==> src/rtl/shake_squeeze_if.sv <==
// Bundles the squeeze-side handshakes of shake_squeeze: the start/length
// command, the rate-block request to the permutation core and the output word
// stream towards the consumer.
interface shake_squeeze_if #(
  parameter int RATE  = 1088,
  parameter int W     = 64,
  parameter int LEN_W = 16
);
  logic             start;
  logic [LEN_W-1:0] out_len;
  logic             busy;
  logic             blk_req;
  logic             blk_first;
  logic             blk_valid;
  logic [RATE-1:0]  blk_data;
  logic [W-1:0]     dout;
  logic             dout_valid;
  logic             dout_ready;
  logic             dout_last;
  logic [6:0]       dout_bits;
  logic             done;

  // Environment side: issues commands, serves blocks, consumes words.
  modport master (
    output start, out_len, blk_valid, blk_data, dout_ready,
    input  busy, blk_req, blk_first, dout, dout_valid, dout_last, dout_bits, done
  );

  // Serializer side.
  modport slave (
    input  start, out_len, blk_valid, blk_data, dout_ready,
    output busy, blk_req, blk_first, dout, dout_valid, dout_last, dout_bits, done
  );
endinterface

==> src/rtl/shake_squeeze.sv <==
// SHAKE256 squeeze serializer: pulls rate blocks from the permutation core and
// streams them MSB-first as W-bit words until out_len bits have been emitted.
// The last word carries only the remaining bits, left-aligned, zero below.
// All outputs come straight from flops, computed from next-state values.
module shake_squeeze #(
  parameter int RATE  = 1088,
  parameter int W     = 64,
  parameter int LEN_W = 16
) (
  input  logic           clk,
  input  logic           rst,
  shake_squeeze_if.slave bus
);

  localparam int NWORDS = RATE / W;
  localparam int WIDX_W = $clog2(NWORDS);

  typedef enum logic [1:0] {
    ST_IDLE     = 2'd0,
    ST_WAIT_BLK = 2'd1,
    ST_STREAM   = 2'd2,
    ST_DONE     = 2'd3
  } state_t;

  // Keeps the top nbits bits of a word; nbits==W keeps everything.
  function automatic logic [W-1:0] keep_mask(input logic [6:0] nbits);
    return ~({W{1'b1}} >> nbits);
  endfunction

  state_t            state_q, state_d;
  logic [RATE-1:0]   sreg_q, sreg_d;
  logic [LEN_W-1:0]  rem_q, rem_d;
  logic [WIDX_W-1:0] widx_q, widx_d;
  logic              first_q, first_d;

  logic              busy_q, busy_d;
  logic              blk_req_q, blk_req_d;
  logic              blk_first_q, blk_first_d;
  logic [W-1:0]      dout_q, dout_d;
  logic              dout_valid_q, dout_valid_d;
  logic              dout_last_q, dout_last_d;
  logic [6:0]        dout_bits_q, dout_bits_d;
  logic              done_q, done_d;

  logic              cur_last_s;
  logic [6:0]        cur_bits_s;
  logic              xfer_s;
  logic              zero_start_s;
  logic              nxt_last_s;
  logic [6:0]        nxt_bits_s;

  // The word currently on dout is the final one once at most W bits remain.
  assign cur_last_s = (rem_q <= LEN_W'(W));
  assign cur_bits_s = cur_last_s ? rem_q[6:0] : 7'(W);
  assign xfer_s     = (state_q == ST_STREAM) && bus.dout_ready;

  // Next-state, datapath and registered-output computation.
  always_comb begin
    state_d      = state_q;
    sreg_d       = sreg_q;
    rem_d        = rem_q;
    widx_d       = widx_q;
    first_d      = first_q;
    zero_start_s = 1'b0;
    nxt_last_s   = 1'b0;
    nxt_bits_s   = 7'd0;
    busy_d       = 1'b0;
    blk_req_d    = 1'b0;
    blk_first_d  = 1'b0;
    dout_d       = {W{1'b0}};
    dout_valid_d = 1'b0;
    dout_last_d  = 1'b0;
    dout_bits_d  = 7'd0;
    done_d       = 1'b0;

    case (state_q)
      ST_IDLE: begin
        if (bus.start) begin
          if (bus.out_len != {LEN_W{1'b0}}) begin
            rem_d   = bus.out_len;
            first_d = 1'b1;
            state_d = ST_WAIT_BLK;
          end else begin
            zero_start_s = 1'b1;
          end
        end else begin
          state_d = ST_IDLE;
        end
      end
      ST_WAIT_BLK: begin
        if (bus.blk_valid) begin
          sreg_d  = bus.blk_data;
          widx_d  = {WIDX_W{1'b0}};
          first_d = 1'b0;
          state_d = ST_STREAM;
        end else begin
          state_d = ST_WAIT_BLK;
        end
      end
      ST_STREAM: begin
        if (xfer_s) begin
          sreg_d = {sreg_q[RATE-W-1:0], {W{1'b0}}};
          widx_d = widx_q + WIDX_W'(1);
          rem_d  = rem_q - LEN_W'(cur_bits_s);
          if (cur_last_s) begin
            state_d = ST_DONE;
          end else if (widx_q == WIDX_W'(NWORDS - 1)) begin
            state_d = ST_WAIT_BLK;
          end else begin
            state_d = ST_STREAM;
          end
        end else begin
          state_d = ST_STREAM;
        end
      end
      ST_DONE: begin
        state_d = ST_IDLE;
      end
      default: begin
        state_d = ST_IDLE;
      end
    endcase

    // Outputs registered from the state being entered, so they line up with it.
    nxt_last_s = (rem_d <= LEN_W'(W));
    if (nxt_last_s) begin
      nxt_bits_s = rem_d[6:0];
    end else begin
      nxt_bits_s = 7'(W);
    end

    busy_d    = (state_d != ST_IDLE);
    blk_req_d = (state_d == ST_WAIT_BLK);
    if (state_d == ST_WAIT_BLK) begin
      blk_first_d = first_d;
    end else begin
      blk_first_d = 1'b0;
    end

    if (state_d == ST_STREAM) begin
      dout_valid_d = 1'b1;
      dout_last_d  = nxt_last_s;
      dout_bits_d  = nxt_bits_s;
      dout_d       = sreg_d[RATE-1 -: W] & keep_mask(nxt_bits_s);
    end else begin
      dout_valid_d = 1'b0;
      dout_last_d  = 1'b0;
      dout_bits_d  = 7'd0;
      dout_d       = {W{1'b0}};
    end

    done_d = (state_d == ST_DONE) || zero_start_s;
  end

  // State, datapath and output registers; reset abandons any squeeze.
  always_ff @(posedge clk or posedge rst) begin
    if (rst) begin
      state_q      <= ST_IDLE;
      sreg_q       <= {RATE{1'b0}};
      rem_q        <= {LEN_W{1'b0}};
      widx_q       <= {WIDX_W{1'b0}};
      first_q      <= 1'b0;
      busy_q       <= 1'b0;
      blk_req_q    <= 1'b0;
      blk_first_q  <= 1'b0;
      dout_q       <= {W{1'b0}};
      dout_valid_q <= 1'b0;
      dout_last_q  <= 1'b0;
      dout_bits_q  <= 7'd0;
      done_q       <= 1'b0;
    end else begin
      state_q      <= state_d;
      sreg_q       <= sreg_d;
      rem_q        <= rem_d;
      widx_q       <= widx_d;
      first_q      <= first_d;
      busy_q       <= busy_d;
      blk_req_q    <= blk_req_d;
      blk_first_q  <= blk_first_d;
      dout_q       <= dout_d;
      dout_valid_q <= dout_valid_d;
      dout_last_q  <= dout_last_d;
      dout_bits_q  <= dout_bits_d;
      done_q       <= done_d;
    end
  end

  assign bus.busy       = busy_q;
  assign bus.blk_req    = blk_req_q;
  assign bus.blk_first  = blk_first_q;
  assign bus.dout       = dout_q;
  assign bus.dout_valid = dout_valid_q;
  assign bus.dout_last  = dout_last_q;
  assign bus.dout_bits  = dout_bits_q;
  assign bus.done       = done_q;

endmodule

==> src/flat_wrapper.sv <==
// flat-port wrapper written by rule: the top's interface ports become plain ports
module shake_squeeze_flat 
#(
  parameter int RATE  = 1088,
  parameter int W     = 64,
  parameter int LEN_W = 16
)
  (clk, rst, bus_start, bus_out_len, bus_blk_valid, bus_blk_data, bus_dout_ready, bus_busy, bus_blk_req, bus_blk_first, bus_dout, bus_dout_valid, bus_dout_last, bus_dout_bits, bus_done);
  shake_squeeze_if #(.RATE(RATE), .W(W), .LEN_W(LEN_W)) bus_i ();
  input  logic clk;
  input  logic rst;
  input wire logic [$bits(bus_i.start)-1:0] bus_start;
  input wire logic [$bits(bus_i.out_len)-1:0] bus_out_len;
  input wire logic [$bits(bus_i.blk_valid)-1:0] bus_blk_valid;
  input wire logic [$bits(bus_i.blk_data)-1:0] bus_blk_data;
  input wire logic [$bits(bus_i.dout_ready)-1:0] bus_dout_ready;
  output wire logic [$bits(bus_i.busy)-1:0] bus_busy;
  output wire logic [$bits(bus_i.blk_req)-1:0] bus_blk_req;
  output wire logic [$bits(bus_i.blk_first)-1:0] bus_blk_first;
  output wire logic [$bits(bus_i.dout)-1:0] bus_dout;
  output wire logic [$bits(bus_i.dout_valid)-1:0] bus_dout_valid;
  output wire logic [$bits(bus_i.dout_last)-1:0] bus_dout_last;
  output wire logic [$bits(bus_i.dout_bits)-1:0] bus_dout_bits;
  output wire logic [$bits(bus_i.done)-1:0] bus_done;
  assign bus_i.start = bus_start;
  assign bus_i.out_len = bus_out_len;
  assign bus_i.blk_valid = bus_blk_valid;
  assign bus_i.blk_data = bus_blk_data;
  assign bus_i.dout_ready = bus_dout_ready;
  assign bus_busy = bus_i.busy;
  assign bus_blk_req = bus_i.blk_req;
  assign bus_blk_first = bus_i.blk_first;
  assign bus_dout = bus_i.dout;
  assign bus_dout_valid = bus_i.dout_valid;
  assign bus_dout_last = bus_i.dout_last;
  assign bus_dout_bits = bus_i.dout_bits;
  assign bus_done = bus_i.done;
  shake_squeeze #(.RATE(RATE), .W(W), .LEN_W(LEN_W)) u_core (.clk(clk), .rst(rst), .bus(bus_i));
endmodule
==> config.mk <==
export PLATFORM = sky130hd
export DESIGN_NAME = shake_squeeze_flat
export DESIGN_NICKNAME = d
export VERILOG_FILES = /design/src/rtl/shake_squeeze_if.sv /design/src/rtl/shake_squeeze.sv /design/src/flat_wrapper.sv
export SDC_FILE = /design/constraint.sdc
export NUM_CORES = 2
export LEC_CHECK = 0
export BUFFER_PORTS_ARGS = -buffer_cell sky130_fd_sc_hd__buf_2
export CORE_AREA = 2 2 460 462
export CTS_CLUSTER_SIZE = 40
export DETAILED_ROUTE_END_ITERATION = 10
export DIE_AREA = 0 0 462 464
export MAX_ROUTING_LAYER = met4
export PLACE_DENSITY_LB_ADDON = 0.05
export SLEW_MARGIN = 20
export SYNTH_ARGS = -nofsm -noshare
export SYNTH_HDL_FRONTEND = slang
export SYNTH_SLANG_ARGS = --single-unit
==> constraint.sdc <==
create_clock -name clk -period 90.4 [get_ports clk]
set_input_delay 18.08 -clock clk [delete_from_list [all_inputs] [get_ports clk]]
set_output_delay 18.08 -clock clk [all_outputs]
set_load 0.01 [all_outputs]
==> results.md <==
## Outcome
- **outcome** finished, final reports clean

## Floorplan
- **Core Region** 209200 sq um
- **cell row count** 168
- **I/O pin cnt** 1186
- **area of the die** 214400 sq um
- **starting density of the core** 0.2644
- **Chip Width** 462 microns
- **die outline height** 464 microns

## Power
- **portion of total power attributed to sequential cells** 0.360
- **Comb power frac** 0.388
- **internal power** 1.358 mW
- **ratio of total power to cell area** 35.88 nW/um^2
- **clock network fraction of design power** 0.252
- **IR drop worst, VDD** 0.04401 mV
- **Power, Total** 2.467 mW
- **share of total power consumed by net switching** 0.4494
- **switching power summed over all nets** 1.109 mW
- **leakage power figure** 31.37 nW

## Finish
- **Finished Layout Cells** 9303
- **Design Area, Final** 68760 sq um
- **area growth from synthesis to final layout** 24.35%
- **final design utilization** 0.3288
- **filler cell count** 21820
- **number of nets in the layout** 7297
- **share of final-layout standard cells stronger than drive strength 1** 0.2422

## STA
- **Fin. Hold Viols** 0
- **final period demand of the worst path** 23130 ps
- **Final Worst Setup Slack** 67270 ps
- **worst clock skew** 25.95 ps
- **Slew Limit Fails** 0
- **worst slack on hold paths** 464.5 ps
- **Slew HR** 0.2464
- **final setup violating endpoints** 0
- **Least-Margin Pin Slew** 1130 ps
- **setup repair after global routing missed its margin** no
- **setup total negative slack** 0 ps
- **final worst path period share** 0.2559
- **maximum clock rate** 0.04324 GHz

## Logic synthesis
- **post-synthesis cell type with the largest combined area** sky130_fd_sc_hd__dfrtp_1
- **proportion of netlist area held by the largest area contributor** 0.5381
- **number of library cell types mapped by synthesis** 75
- **Post-synth EDFFs** 0
- **dominant cells by area after synthesis** sky130_fd_sc_hd__dfrtp_1 (54%), sky130_fd_sc_hd__a22o_1 (15%), sky130_fd_sc_hd__a22oi_1 (13%), sky130_fd_sc_hd__nor2_1 (6.7%), sky130_fd_sc_hd__clkbuf_1 (3.9%)
- **post-synthesis cell count** 5377
- **number of storage elements in the synthesis netlist** 1189
- **cell area after synthesis** 55300 sq um
- **asr flop ratio synth** 1.000
- **synthesized net count** 6492
- **portion of the post-synthesis area used by sequential elements** 0.5381
- **post-synthesis average cell area** 10.28 sq um
- **most common cell in the netlist** sky130_fd_sc_hd__dfrtp_1
- **count of synthesis-stage warnings from yosys** 0
- **top cells by instance count after synthesis** sky130_fd_sc_hd__dfrtp_1 (1189), sky130_fd_sc_hd__nor2_1 (990), sky130_fd_sc_hd__a22oi_1 (968), sky130_fd_sc_hd__a22o_1 (960), sky130_fd_sc_hd__clkbuf_1 (578)
- **main flop type after synthesis** sky130_fd_sc_hd__dfrtp_1

## Clock tree
- **latest clock arrival within the worst-skew pair** 810 ps
- **clock-pin slew reported for the worst setup and hold paths after clock tree synthesis** 60 ps
- **Num CTS Buffers** 153
- **TritonCTS clock tree** yes
- **post-cts sizing count** 0
- **hold-fix buffer count after cts** 0
- **postcts setup bufs** 0
- **maximum root-to-sink buffer count** 3
- **root buffer cell** sky130_fd_sc_hd__clkbuf_16
- **H-tree levels** 4
- **Clock Sink Count** 1189

## Worst hold path
- **type of the worst min-delay path** flip-flop to flip-flop

## GRT
- **maximum number of pins on one net before global-route repair** 212
- **aggregate global routing overflow** 0
- **antenna violations before repair** 334
- **first-pass GRT wire length** 383800 microns
- **gr usage total** 0.2564
- **number of global-route vias before repair** 49680

## Routing
- **average detailed-routed wire length per instance** 29.70 microns
- **remaining number of nets flagged by the antenna check after routing** 0
- **DRT Wirelength** 276300 microns
- **ratio of routed vias to standard cells** 5.359
- **length of the first detailed-routing pass in iterations** 9
- **total via count in the routed design** 49850
- **DRC violations left** 0
- **First DRT Iteration DRCs** 4701

## Critical path
- **required time at the endpoint of the critical path** 91140 ps
- **category of the worst setup path capture point** flip-flop
- **arrival time at the worst endpoint** 23860 ps
- **critical path fanouts, max** 77
- **startpoint class of the critical path** primary input
- **critical path class** primary input to flip-flop

## Run
- **total of max-cap violations** 0

## Placed design
- **number of placed cells counting well taps** 8831
- **GPL Wtd Cong** 0.8556
- **worst setup timing slack at the placement stage** 66440 ps
- **DPL Wire Length** 196400 microns
- **total of buffers placed on input and output ports** 1185
- **Post-DP Area** 63220 sq um

-- state kept, by name, summed over array words and instances, names as in the netlist --
name and flops:
u_core.state_q 2, u_core.bus.dout_valid 1, u_core.sreg_q 1088, u_core.widx_q 5, u_core.bus.dout_last 1, u_core.bus.dout_bits 7
u_core.bus.blk_req 1, u_core.rem_q 16, u_core.bus.busy 1, u_core.first_q 1, u_core.bus.dout 64, u_core.bus.done 1
u_core.bus.blk_first 1
-- per-layer routing --
layer / up-vias / global-route usage / wire length [microns]
li1: 22240 / - / -
met1: 25330 / 0.3005 / 109700
met2: 1765 / 0.4169 / 135500
met3: 523 / 0.07881 / 21820
met4: 0 / 0.08274 / 9281
met5: - / - / 0
-- placed cells by master (no fill, tap or decap), types with 6 or more instances in the layout --
cell type,instances
sky130_fd_sc_hd__and3_1,6
sky130_fd_sc_hd__a22oi_1,968
sky130_fd_sc_hd__buf_12,13
sky130_fd_sc_hd__diode_2,201
sky130_fd_sc_hd__clkbuf_8,40
sky130_fd_sc_hd__a222oi_1,58
sky130_fd_sc_hd__a21oi_1,14
sky130_fd_sc_hd__o21ai_0,34
sky130_fd_sc_hd__inv_1,76
sky130_fd_sc_hd__a211oi_1,41
sky130_fd_sc_hd__nand2_1,176
sky130_fd_sc_hd__nand3_1,78
sky130_fd_sc_hd__buf_4,60
sky130_fd_sc_hd__nor3_1,18
sky130_fd_sc_hd__nor2_1,989
sky130_fd_sc_hd__buf_2,1185
sky130_fd_sc_hd__nand2b_1,9
sky130_fd_sc_hd__nor4_1,7
sky130_fd_sc_hd__a22o_1,960
sky130_fd_sc_hd__clkinv_2,18
sky130_fd_sc_hd__clkbuf_16,157
sky130_fd_sc_hd__dfrtp_1,1189
sky130_fd_sc_hd__clkbuf_1,38
sky130_fd_sc_hd__and2_1,9
-- final timing paths --
check,from,end,slack [ps],depth (start not counted)
max,bus_dout_ready,u_core.sreg_q[426],67270,11
min,u_core.sreg_q[12],u_core.sreg_q[12],460,2
max reg2reg,u_core.state_q[0],u_core.sreg_q[426],83290,13
min reg2reg,u_core.sreg_q[12],u_core.sreg_q[12],460,2
max in group asynchronous,rst,u_core.sreg_q[483],70030,5
min in group asynchronous,rst,u_core.sreg_q[3],17460,2
-- cell type report --
cell class                 instances  area [sq um]  share of cell area
antenna                          201         503.0            0.007315
clock inverter                    35         376.6            0.005477
inverter                          79         304.0            0.004421
tap                             2805          3510             0.05104
multi-input combinational       3497         22990              0.3344
sequential                      1189         29750              0.4327
timing repair buffer            1262          6703             0.09747
clock buffer                     235          4622             0.06721
-- power by group through the flow --
stage,Clock [mW],Combinational (mW),Sequential (mW)
2_1_floorplan,0,0.696,0.813
3_3_place_gp,0,0.960,0.900
3_5_place_dp,0,0.966,0.898
4_1_cts,0.638,0.968,0.892
5_1_grt,0.659,1.05,0.908
6_report,0.622,0.957,0.889
-- logic make-up (layout without fill, tap and decap cells) --
family,Yosys count,in the layout,share of synthesized area
buffers and inverters,691,1611,0.04718
AOI/OAI and AO/OA,2135,2135,0.3130
adders and majority gates,6,6,0.001358
muxes,7,7,0.001335
xor gates and xnor gates,5,5,0.0007919
DFF,1189,1189,0.5381
other,1,202,0.00006781
and+or+nand+nor,1343,1343,0.09824
-- worst max-delay path: stages --
cell	delay, ps
sky130_fd_sc_hd__buf_2	240
sky130_fd_sc_hd__inv_1	130
sky130_fd_sc_hd__nor2_4	790
sky130_fd_sc_hd__buf_4	750
sky130_fd_sc_hd__buf_4	810
sky130_fd_sc_hd__buf_4	820
sky130_fd_sc_hd__buf_4	770
sky130_fd_sc_hd__buf_4	800
sky130_fd_sc_hd__a22oi_1	180
sky130_fd_sc_hd__nor2_1	140
sky130_fd_sc_hd__a22o_1	140
Note: power is estimated with default switching activity, not from simulation.
